**src/rtl/bcd_counter_pkg.sv**
```systemverilog
// Shared BCD digit type, digit limits and a validity helper for the counter.
package bcd_counter_pkg;

    localparam int DIGIT_W = 4;

    typedef logic [DIGIT_W-1:0] bcd_digit_t;

    localparam bcd_digit_t DIGIT_MAX = 4'd9;
    localparam bcd_digit_t DIGIT_MIN = 4'd0;

    function automatic logic is_bcd(input bcd_digit_t d);
        return (d <= DIGIT_MAX);
    endfunction

endpackage

```
**src/rtl/bcd_digit_cell.sv**
```systemverilog
// One BCD digit: load, wrap-around step up/down, and boundary flags.
module bcd_digit_cell
    import bcd_counter_pkg::*;
(
    input  logic       i_clk,
    input  logic       i_rst,
    input  logic       i_load,
    input  bcd_digit_t i_load_val,
    input  logic       i_step_en,
    input  logic       i_up,
    output bcd_digit_t o_digit,
    output logic       o_at_max,
    output logic       o_at_min
);

    bcd_digit_t r_digit;

    // Non-BCD load data is replaced by 0 so a digit never holds 10..15.
    always_ff @(posedge i_clk) begin
        if (i_rst) begin
            r_digit <= DIGIT_MIN;
        end else if (i_load) begin
            r_digit <= is_bcd(i_load_val) ? i_load_val : DIGIT_MIN;
        end else if (i_step_en) begin
            if (i_up) begin
                r_digit <= (r_digit == DIGIT_MAX) ? DIGIT_MIN : r_digit + 4'd1;
            end else begin
                r_digit <= (r_digit == DIGIT_MIN) ? DIGIT_MAX : r_digit - 4'd1;
            end
        end
    end

    assign o_digit  = r_digit;
    assign o_at_max = (r_digit == DIGIT_MAX);
    assign o_at_min = (r_digit == DIGIT_MIN);

endmodule

```
**src/rtl/multi_digit_bcd_counter.sv**
```systemverilog
// Cascaded up/down BCD counter with parallel load and sticky bad-data flag.
// Define COUNTER_SATURATE_EN to hold at all-9s / all-0s instead of wrapping.
module multi_digit_bcd_counter
    import bcd_counter_pkg::*;
#(
    parameter int DIGITS = 2
) (
    input  logic                  clk,
    input  logic                  rst,
    input  logic                  en,
    input  logic                  up,
    input  logic                  load,
    input  logic [4*DIGITS-1:0]   din,
    output logic [4*DIGITS-1:0]   q,
    output logic                  tc,
    output logic                  err
);

    logic [DIGITS-1:0] w_at_max;
    logic [DIGITS-1:0] w_at_min;
    logic [DIGITS-1:0] w_up_chain;
    logic [DIGITS-1:0] w_dn_chain;
    logic [DIGITS-1:0] w_step_en;
    logic [DIGITS-1:0] w_bad;
    logic              w_all_max;
    logic              w_all_min;
    logic              w_at_end;
    logic              w_cnt_en;
    logic              r_err;

    assign w_all_max = &w_at_max;
    assign w_all_min = &w_at_min;
    assign w_at_end  = up ? w_all_max : w_all_min;

`ifdef COUNTER_SATURATE_EN
    assign w_cnt_en = en & ~w_at_end;
`else
    assign w_cnt_en = en;
`endif

    // Ripple enable: digit k steps only when every lower digit is at its boundary.
    for (genvar k = 0; k < DIGITS; k++) begin : g_digit
        if (k == 0) begin : g_first
            assign w_up_chain[k] = w_cnt_en;
            assign w_dn_chain[k] = w_cnt_en;
        end else begin : g_rest
            assign w_up_chain[k] = w_up_chain[k-1] & w_at_max[k-1];
            assign w_dn_chain[k] = w_dn_chain[k-1] & w_at_min[k-1];
        end

        assign w_step_en[k] = up ? w_up_chain[k] : w_dn_chain[k];
        assign w_bad[k]     = ~is_bcd(din[4*k +: 4]);

        bcd_digit_cell u_cell (
            .i_clk      (clk),
            .i_rst      (rst),
            .i_load     (load),
            .i_load_val (din[4*k +: 4]),
            .i_step_en  (w_step_en[k]),
            .i_up       (up),
            .o_digit    (q[4*k +: 4]),
            .o_at_max   (w_at_max[k]),
            .o_at_min   (w_at_min[k])
        );
    end

    always_ff @(posedge clk) begin
        if (rst) begin
            r_err <= 1'b0;
        end else if (load && (|w_bad)) begin
            r_err <= 1'b1;
        end
    end

    assign err = r_err;
    assign tc  = en & ~load & w_at_end;

endmodule

```
**config.mk**
```make
export PLATFORM = sky130hd
export DESIGN_NAME = multi_digit_bcd_counter
export DESIGN_NICKNAME = d
export VERILOG_FILES = /design/src/rtl/bcd_counter_pkg.sv /design/src/rtl/bcd_digit_cell.sv /design/src/rtl/multi_digit_bcd_counter.sv
export SDC_FILE = /design/constraint.sdc
export NUM_CORES = 1
export LEC_CHECK = 0
export BUFFER_PORTS_ARGS = -buffer_cell sky130_fd_sc_hd__buf_4
export CAP_MARGIN = 20
export CORE_MARGIN = 3
export CORE_UTILIZATION = 53
export CTS_CLUSTER_SIZE = 25
export DETAILED_ROUTE_END_ITERATION = 8
export PLACE_DENSITY = 0.85
export SETUP_SLACK_MARGIN = 0.02
export SLEW_MARGIN = 20
export SYNTH_ARGS = -nofsm -noshare
export SYNTH_HDL_FRONTEND = slang
export SYNTH_SLANG_ARGS = --single-unit
```
**constraint.sdc**
```tcl
create_clock -name clk -period 2.7 [get_ports clk]
set_input_delay 0.135 -clock clk [delete_from_list [all_inputs] [get_ports clk]]
set_output_delay 0.135 -clock clk [all_outputs]
set_load 0.005 [all_outputs]
```
Word level (Yosys, flattened, before mapping)
Index checks and enable logic that the tools add are counted.
{"block": "totals", "reg_bits": 9, "output_inout_bits": 10}
{"block": "classes", "n_reduce_logical": 8, "order_cmp": 2, "n_eq_ne": 2, "bitwise_logic": 7, "mux": 14, "n_addsub": 4}
{"cell": "$mux W4", "count": 12}
{"cell": "$add A4 B1 Y4 const B", "count": 2}
{"cell": "$eq A4 B4 Y1 const B", "count": 2}
{"cell": "$le A4 B4 Y1 const B", "count": 2}
{"cell": "$logic_not A4 Y1", "count": 2}
{"cell": "$sub A4 B1 Y4 const B", "count": 2}
{"cell": "$and A1 B1 Y1", "count": 4}
{"cell": "$reduce_and A2 Y1", "count": 2}
{"cell": "$reduce_bool A2 Y1", "count": 2}
{"cell": "$not A1 Y1", "count": 3}
{"cell": "$mux W1", "count": 2}
{"cell": "$reduce_or A2 Y1", "count": 1}
{"cell": "$logic_and A1 B1 Y1", "count": 1}

Depth between registers and ports, before layout
Gate-level depths: netlist of run 1.
{"block": "logic_depth", "depth_word": 5, "mapped_depth": 6}

By module
Synthesis of run 1 repeated with hierarchy kept, for this count alone.
{"block": "hier_totals", "hier_cells": 100, "area_unflattened_um2": 787.0}
{"mod": "bcd_digit_cell", "cells_per_inst": 44, "n_inst": 2, "area_each_um2": 350.3}
{"mod": "multi_digit_bcd_counter", "cells_per_inst": 12, "n_inst": 1, "area_each_um2": 86.3}

Worst setup path after synthesis of run 1
OpenSTA, ideal clock, no wires.
{"block": "synth_timing", "kind": "reg-to-reg", "from": "register g_digit[1].u_cell.r_digit[0]", "to": "register g_digit[1].u_cell.r_digit[2]", "n_path_buf": 1, "path_stages_with_launch": 6, "t_arrival_ns": 1.227, "setup_time_ns": 0.130, "setup_slack_ns": 1.343, "path_cell_list": "dfxtp_1 buf_2 and3_1 or3_1 a21oi_1 o41ai_2"}
{"block": "synth_via", "elab_chain_len": 5, "elab_cells_between_ends": 9, "classes_between": "add/sub: 2; eq/ne: 1; mux: 5; reduce/logical: 1"}
{"element": "from (decl)", "line_no": "bcd_digit_cell.sv:16", "rtl": "bcd_digit_t r_digit;"}
{"element": "from (signal assigned)", "line_no": "bcd_digit_cell.sv:23", "rtl": "r_digit <= is_bcd(i_load_val) ? i_load_val : DIGIT_MIN;"}
{"element": "from (signal assigned)", "line_no": "bcd_digit_cell.sv:26", "rtl": "r_digit <= (r_digit == DIGIT_MAX) ? DIGIT_MIN : r_digit + 4'd1;"}
{"element": "from (signal assigned)", "line_no": "bcd_digit_cell.sv:28", "rtl": "r_digit <= (r_digit == DIGIT_MIN) ? DIGIT_MAX : r_digit - 4'd1;"}
{"element": "$sub A4 B1 Y4, or another cell as far along", "line_no": "bcd_digit_cell.sv:28"}
{"element": "$mux W4 (on tied branches)", "line_no": "bcd_digit_cell.sv:28, bcd_digit_cell.sv:26"}
{"element": "$mux W4 (*)", "line_no": "bcd_digit_cell.sv:25", "rtl": "if (i_up) begin"}
{"element": "$mux W4 (*)", "line_no": "bcd_digit_cell.sv:24", "rtl": "end else if (i_step_en) begin"}
{"element": "$mux W4 (*)", "line_no": "bcd_digit_cell.sv:22", "rtl": "end else if (i_load) begin"}
Mark *: on every way between the ends. The rest lies on a longest branch, timed or not. The select of a mux whose other input is x is not followed.
A chain may end at the register's enable or synchronous reset.

Worst setup path after layout of run 1
{"block": "layout_timing", "from": "register g_digit[0].u_cell.r_digit[0]", "to": "output port tc"}
{"block": "layout_via", "elab_chain_len": 4, "elab_cells_between_ends": 6, "classes_between": "eq/ne: 1; mux: 1; bitwise: 1; reduce/logical: 3"}
{"element": "from (decl)", "line_no": "bcd_digit_cell.sv:16"}
{"element": "from (signal assigned)", "line_no": "bcd_digit_cell.sv:23"}
{"element": "from (signal assigned)", "line_no": "bcd_digit_cell.sv:26"}
{"element": "from (signal assigned)", "line_no": "bcd_digit_cell.sv:28"}
{"element": "$eq A4 B4 Y1 or $logic_not A4 Y1 (tied branches)", "line_no": "bcd_digit_cell.sv:34, bcd_digit_cell.sv:35"}
{"element": "$reduce_and A2 Y1 (on tied branches)", "line_no": "multi_digit_bcd_counter.sv:31, multi_digit_bcd_counter.sv:32"}
{"element": "$mux W1 (*)", "line_no": "multi_digit_bcd_counter.sv:33", "rtl": "assign w_at_end = up ? w_all_max : w_all_min;"}
{"element": "$and A1 B1 Y1 (*)", "line_no": "multi_digit_bcd_counter.sv:76", "rtl": "assign tc = en & ~load & w_at_end;"}
{"element": "to (decl)", "line_no": "multi_digit_bcd_counter.sv:15", "rtl": "output logic tc,"}
Mark *: on every way between the ends. The rest lies on a longest branch, timed or not.

==> out/qor.txt, run 1 <==
Largest net degree at the start of global routing = 16
Syn avg cell area = 7.57 um^2
M1 WL = 899 um
Layout Nets = 130
Initial Util = 0.618
Clock Skews = 0.00292 ns
LEAKAGE = 0.000387 uW
#FFs+latches synth = 9
Row cnt = 12
Hold path cells = 3
Antenna diode count = 0
Asr flop ratio synth = 0
Pwr Density = 416 nW/um^2
Core Area = 1200 um^2
Initial DRC count = 14
Initial antenna violation count = 0
Routed vias = 799
Chip width = 43.4 um
Die height = 43.4 um
RSZ-0062 raised after global routing = false
Slowest-stage cell, CP = dfxtp_1
Placer Congestion = 0.890
Vias per cell = 6.15
# DRC = 0
Final total power = 378 uW
Drt wl/cell = 14.8 um
CTS Buf Count = 3
Yosys warnings = 0
Top cells by area, synth = dfxtp_1 24%, nor3_1 5.4%, o21ai_0 5.4%
Number of global-route vias before repair = 631
DR WL met3 = 144 um
Worst r2r dst = g_digit[1].u_cell.o_digit[1]
Hold slack = 0.0762 ns
Share of the synthesized area in the top cell type = 0.243
Synth Instances = 98
Worst path arrival time = 1.46 ns
Outcome = finished clean
Metal2 WL = 851 um
Clock Tree Buf Depth = 2
Post-DP HPWL = 1380 um
Worst-skew pair later-pin latency = 0.27 ns
Max-cap violations = 0
Postcts setup bufs = 0
Period Utilization, post-route = 0.592
Worst R2R Setup Slack = 1.21 ns
Peak VDD IR = 232 uV
Layout fillers = 104
Commonest cells in the netlist = 9 x dfxtp_1, 8 x nor3_1, 8 x o21ai_0
Hold worst-path end = g_digit[1].u_cell.o_digit[1]
Finished Layout Cells = 130
CTS Sinks = 9
CTS tree = built
Most frequent cell after synthesis = dfxtp_1
H-Tree Depth = 1
Critical Path, Cell by Cell = and3_4, o211ai_4, nor2_1, buf_4
Post-Place Cells = 126
Critical path's largest stage delay = 0.56 ns
Synthesized cell area = 742 um^2
CTS-repair resized insts = 0
Worst reg2reg path depth = 4
Area leader, netlist = dfxtp_1
Post-cts hold buffer count = 0
DIE AREA = 1880 um^2
CP delay by family, top = flip-flops
Post-Syn Nets = 111
Share of cells above drive strength 1 = 0.293
Final setup fails = 0
Area of the multi-input gates = 499 um^2
Post-synth EDFFs = 0
Drt total wl = 1930 um
Reg-to-Reg Start = g_digit[0].u_cell.o_digit[0]
WS Path Type = flop to output pin
WP buf/inv = 1
Design Area, Final = 907 um^2
Drt first pass iters = 4
Top sig layer = met4
Post-DRT Antenna Nets = 0
Synth unique cells = 33
Crit start category = flop
Register Area = 180 um^2
Register area share after synthesis = 0.243
Peak Freq = 626 MHz
HP Class = primary input to flop
CP required = 2.57 ns
I/O pin total = 23
DP Area = 881 um^2
Sum of negative setup slack = 0 ns
Tmin final = 1.60 ns
CTS root buf = clkbuf_4
Min-delay src = din[5]
Area grow syn2layout = 22.3%
Max FO, Critical Path = 10
# port buffers = 22
Worst-Margin Slew = 0.425 ns
Gr usage total = 0.199
Synth Flop Type = dfxtp_1
Crit. End Element = output pin
Grt total ovfl = 0
First-pass GRT wire length = 2840 um
Max Slew Vio Count = 0
Final hold vios = 0
Slew margin rel. = 0.716
Clk slew on worst S/H paths = 0.07 ns
-- report_power, final --
group / switching [uW] / internal [uW]
sequential: 21.5 / 142
clock: 52.2 / 57.2
combinational: 50.8 / 53.8
total: 124 / 253
-- placed cells by master (no fill, tap or decap) --
cell	netlist	layout
a211o_1	2	2
o211ai_4	1	1
and3_1	3	3
a31oi_1	2	2
or3_1	2	2
a211oi_1	4	4
nor2_1	7	7
o21bai_1	1	1
o21ai_0	8	8
nor4_1	3	3
nand2_1	6	6
a311oi_2	1	1
o211ai_1	1	1
and3_4	1	1
nand4_1	1	1
inv_1	5	5
a21oi_1	7	7
or2b_1	1	1
clkbuf_1	2	1
a211o_2	2	2
nor3_2	1	1
buf_4	0	22
nand3_1	3	3
xnor2_1	3	3
and2_2	1	1
o2111ai_1	1	1
nor4b_1	1	1
dfxtp_1	9	9
nor3_1	8	8
o41ai_2	1	1
clkbuf_4	0	3
a21bo_2	1	1
xor2_1	3	3
-- layer usage --
| layer | up-vias | GRT usage |
|---|---|---|
| met3 | 4 | 0.0373 |
| met2 | 29 | 0.307 |
| met5 | - | 0 |
| met1 | 363 | 0.262 |
| li1 | 403 | - |
| met4 | 0 | 0.108 |
-- worst max path at each step --
stage	from	to	slack (ns)	cells after the start
2_1_floorplan	g_digit[1].u_cell.o_digit[0]	g_digit[1].u_cell.o_digit[2]	1.34	5
3_3_place_gp	g_digit[0].u_cell.o_digit[0]	g_digit[1].u_cell.o_digit[0]	1.31	4
3_5_place_dp	g_digit[0].u_cell.o_digit[0]	g_digit[1].u_cell.o_digit[0]	1.25	4
4_1_cts	g_digit[0].u_cell.o_digit[0]	tc	1.12	4
5_1_grt	g_digit[0].u_cell.o_digit[0]	tc	1.04	4
6_report	g_digit[0].u_cell.o_digit[0]	tc	1.10	4
-- sequential cells by signal, summed over array words and instances (netlist names) --
signal	count
err	1
g_digit.u_cell.o_digit	8
-- metrics by stage --
step	utilization	setup slack (ns)
2_1_floorplan	-	1.34
3_3_place_gp	0.733	1.31
3_5_place_dp	0.733	1.25
4_1_cts	0.755	1.12
5_1_grt	0.755	1.04
6_report	0.755	1.10
-- cells by family after synthesis --
family,after synthesis,share of synthesized area
AND/OR/NAND/NOR,38,0.277
AO/OA/AOI/OAI,32,0.325
buffers and inverters,13,0.0843
flip-flops,9,0.243
XOR/XNOR,6,0.0708
-- tightest hold or removal path: cells and delay by family --
family / cells / cell delay, ns
buffers and inverters: 1 / 0.09
AND/OR/NAND/NOR: 2 / 0.09
-- cell type report --
class	count	area share
multi-input combinational	76	0.550
clock buffer	4	0.0290
sequential	9	0.199
inverter	5	0.0207
tap	14	0.0193
timing repair buffer	22	0.182
No activity file was read; power rests on OpenSTA's default activity.
==> run 2, diff against run 1 <==
--- a/config.mk
+++ b/config.mk
@@ -8,10 +8,10 @@
 export BUFFER_PORTS_ARGS = -buffer_cell sky130_fd_sc_hd__buf_4
 export CAP_MARGIN = 20
 export CORE_MARGIN = 3
-export CORE_UTILIZATION = 53
+export CORE_UTILIZATION = 49
 export CTS_CLUSTER_SIZE = 25
 export DETAILED_ROUTE_END_ITERATION = 8
-export PLACE_DENSITY = 0.85
+export PLACE_DENSITY = 0.8
 export SETUP_SLACK_MARGIN = 0.02
 export SLEW_MARGIN = 20
 export SYNTH_ARGS = -nofsm -noshare
==> constraint.sdc (replaced) <==
create_clock -name clk -period 1.5 [get_ports clk]
set_input_delay 0.075 -clock clk [delete_from_list [all_inputs] [get_ports clk]]
set_output_delay 0.075 -clock clk [all_outputs]
set_load 0.005 [all_outputs]
==> run 2 against run 1 <==
Against the previous run:
- register-to-register slack worse by 1.1 ns
- sequential share of layout area fell by 0.34 points
- largest power group unchanged
- cell count up 3.1%
- final area rose by 3.2%
- critical path type unchanged
- clock power rose by 87%
- power grew 84%
- utilization down 7.0 points
- sequential power increased by 79%
- worst hold slack worse by 0.064 ns
==> out/qor.txt, run 2 (same netlist as run 1, synthesis figures left out) <==
Outcome = finished clean (unchanged)
Crit. End Element = output pin (unchanged)
Critical Path, Cell by Cell = and3_4, o211ai_4, nor2_1, buf_4 (unchanged)
Initial antenna violation count = 0 (unchanged)
Die height = 44.9 um (was 43.4 um)
I/O pin total = 23 (unchanged)
Max FO, Critical Path = 8 (was 10)
Largest register FFs = 8 (unchanged)
Clk slew on worst S/H paths = 0.07 ns (about the same)
Psw = 232 uW (was 124 uW)
First-pass GRT wire length = 3160 um (was 2840 um)
Initial Util = 0.543 (was 0.618)
Routed vias = 818 (was 799)
Area grow syn2layout = 26.1% (was 22.3%)
Core Area = 1370 um^2 (was 1200 um^2)
Share of cells above drive strength 1 = 0.336 (was 0.293)
Reg-to-Reg Start = g_digit[0].u_cell.o_digit[1] (was g_digit[0].u_cell.o_digit[0])
# DRC = 0 (unchanged)
Tmin final = 1.40 ns
Peak VDD IR = 456 uV (was 232 uV)
Placer Congestion = 0.915 (was 0.890)
Layout Nets = 133 (was 130)
Post-DRT Antenna Nets = 0 (unchanged)
Vias per cell = 6.10 (was 6.15)
Post-DP HPWL = 1400 um (was 1380 um)
DIE AREA = 2020 um^2 (was 1880 um^2)
Crit path capture = tc (unchanged)
Register share of total power = 0.421 (was 0.434)
CTS Sinks = 9 (unchanged)
Slowest-stage cell, CP = dfxtp_2 (was dfxtp_1)
Max-cap violations = 0 (unchanged)
Gr usage total = 0.215 (was 0.199)
Number of global-route vias before repair = 695 (was 631)
Crit start category = flop (unchanged)
Max Slew Vio Count = 0 (unchanged)
Row cnt = 13 (was 12)
Most frequent cells in the layout = 25 x buf_4, 8 x nor3_1, 8 x o21ai_0 (was 22 x buf_4, 9 x dfxtp_1, 8 x nor3_1, 8 x o21ai_0)
Pwr Density = 743 nW/um^2 (was 416 nW/um^2)
Comb power frac = 0.286 (was 0.277)
Worst-skew pair later-pin latency = 0.27 ns (about the same)
CTS root buf = clkbuf_4 (unchanged)
Sum of negative setup slack = 0 ns (unchanged)
WS Path Type = flop to output pin (unchanged)
Worst path arrival time = 1.33 ns (was 1.46 ns)
RSZ-0062 raised after global routing = false (unchanged)
DP Area = 905 um^2 (was 881 um^2)
Critical path's largest stage delay = 0.36 ns (was 0.56 ns)
Worst r2r dst = g_digit[0].u_cell.o_digit[3] (was g_digit[1].u_cell.o_digit[1])
Clock Skews = 0.00431 ns (was 0.00292 ns)
Largest net degree at the start of global routing = 16 (unchanged)
Antenna diode count = 0 (unchanged)
LEAKAGE = 0.000403 uW (was 0.000387 uW)
Switching share of power = 0.333 (was 0.329)
Clock Tree Buf Depth = 2 (unchanged)
Initial DRC count = 43 (was 14)
Final setup fails = 0 (unchanged)
CTS-repair resized insts = 0 (unchanged)
Worst-Margin Slew = 0.338 ns (was 0.425 ns)
Worst R2R Setup Slack = 0.14 ns (was 1.21 ns)
Postcts setup bufs = 0 (unchanged)
Drt first pass iters = 4 (unchanged)
CTS tree = built (unchanged)
Int Power = 464 uW (was 253 uW)
Worst reg2reg path depth = 4 (unchanged)
Grt total ovfl = 0 (unchanged)
CP required = 1.42 ns (was 2.57 ns)
Final total power = 696 uW (was 378 uW)
HP Class = primary input to flop (unchanged)
Clock power frac = 0.293 (was 0.290)
H-Tree Depth = 1 (unchanged)
Critical path origin = g_digit[0].u_cell.o_digit[0] (unchanged)
Final hold vios = 0 (unchanged)
# port buffers = 22 (unchanged)
Design Area, Final = 936 um^2 (was 907 um^2)
Chip width = 44.9 um (was 43.4 um)
Peak Freq = 713 MHz
Layout fillers = 121 (was 104)
Slew margin rel. = 0.775 (was 0.716)
Most common cell after layout, fill and taps aside = buf_4 (unchanged)
Drt total wl = 1910 um (was 1930 um)
Period Utilization, post-route = 0.936
Drt wl/cell = 14.3 um (was 14.8 um)
CTS Buf Count = 3 (unchanged)
Post-cts hold buffer count = 0 (unchanged)
==> run 2: cell types whose count changed in the layout (fill, tap and decap cells not counted) <==
cell	before	now
nor2_2	0	1
buf_4	22	25
dfxtp_1	9	7
nor2_1	7	6
dfxtp_2	0	2
==> run 2: area by class of cell <==
class / count / area, um^2 / area share
well taps: 15 / 18.8 / 0.0201
clock buffers: 4 / 26.3 / 0.0281
inverters: 5 / 18.8 / 0.0201
multi-input cells: 76 / 502 / 0.536
flip-flops and latches: 9 / 183 / 0.195
repair buffers: 25 / 188 / 0.201
==> run 2: worst max-delay path, delay by kind of cell (launching register included) <==
family | cells | cell delay, ns
AO/OA/AOI/OAI | 1 | 0.28
buffers and inverters | 1 | 0.14
flip-flops | 1 | 0.36
AND/OR/NAND/NOR | 2 | 0.27
==> run 2: per-layer routing <==
metal	share of wire	global-route usage
met2	0.43	0.307
met3	0.060	0.0518
met1	0.49	0.308
met5	0	0
met4	0.016	0.0877
==> run 2: how the worst min path moves through the flow <==
stage / start / endpoint / slack (ns) / cells after the start
floorplan: din[5] / g_digit[1].u_cell.o_digit[1] / 0.18 / 2
global placement: din[5] / g_digit[1].u_cell.o_digit[1] / 0.29 / 3
detailed placement: din[5] / g_digit[1].u_cell.o_digit[1] / 0.29 / 3
CTS: din[5] / g_digit[1].u_cell.o_digit[1] / 0.01 / 3
global route: din[6] / g_digit[1].u_cell.o_digit[2] / 0.02 / 3
finish: din[5] / g_digit[1].u_cell.o_digit[1] / 0.01 / 3
==> run 2: stage by stage <==
| step | hold slack, ns | setup WS (ns) | util | cells |
|---|---|---|---|---|
| floorplan | 0.184 | 0.143 | - | 98 |
| global placement | 0.294 | 0.0966 | 0.662 | 130 |
| detailed placement | 0.295 | 0.0819 | 0.662 | 130 |
| CTS | 0.0150 | 0.0524 | 0.681 | 134 |
| global route | 0.0246 | 0.0324 | 0.685 | 134 |
| finish | 0.0118 | 0.0967 | 0.685 | 134 |
==> run 2: power groups by stage <==
stage / clock, uW / combinational [uW] / sequential [uW]
floorplan: 0 / 133 / 279
global placement: 0 / 194 / 294
detailed placement: 0 / 196 / 296
CTS: 209 / 197 / 290
global route: 230 / 219 / 297
finish: 204 / 199 / 293
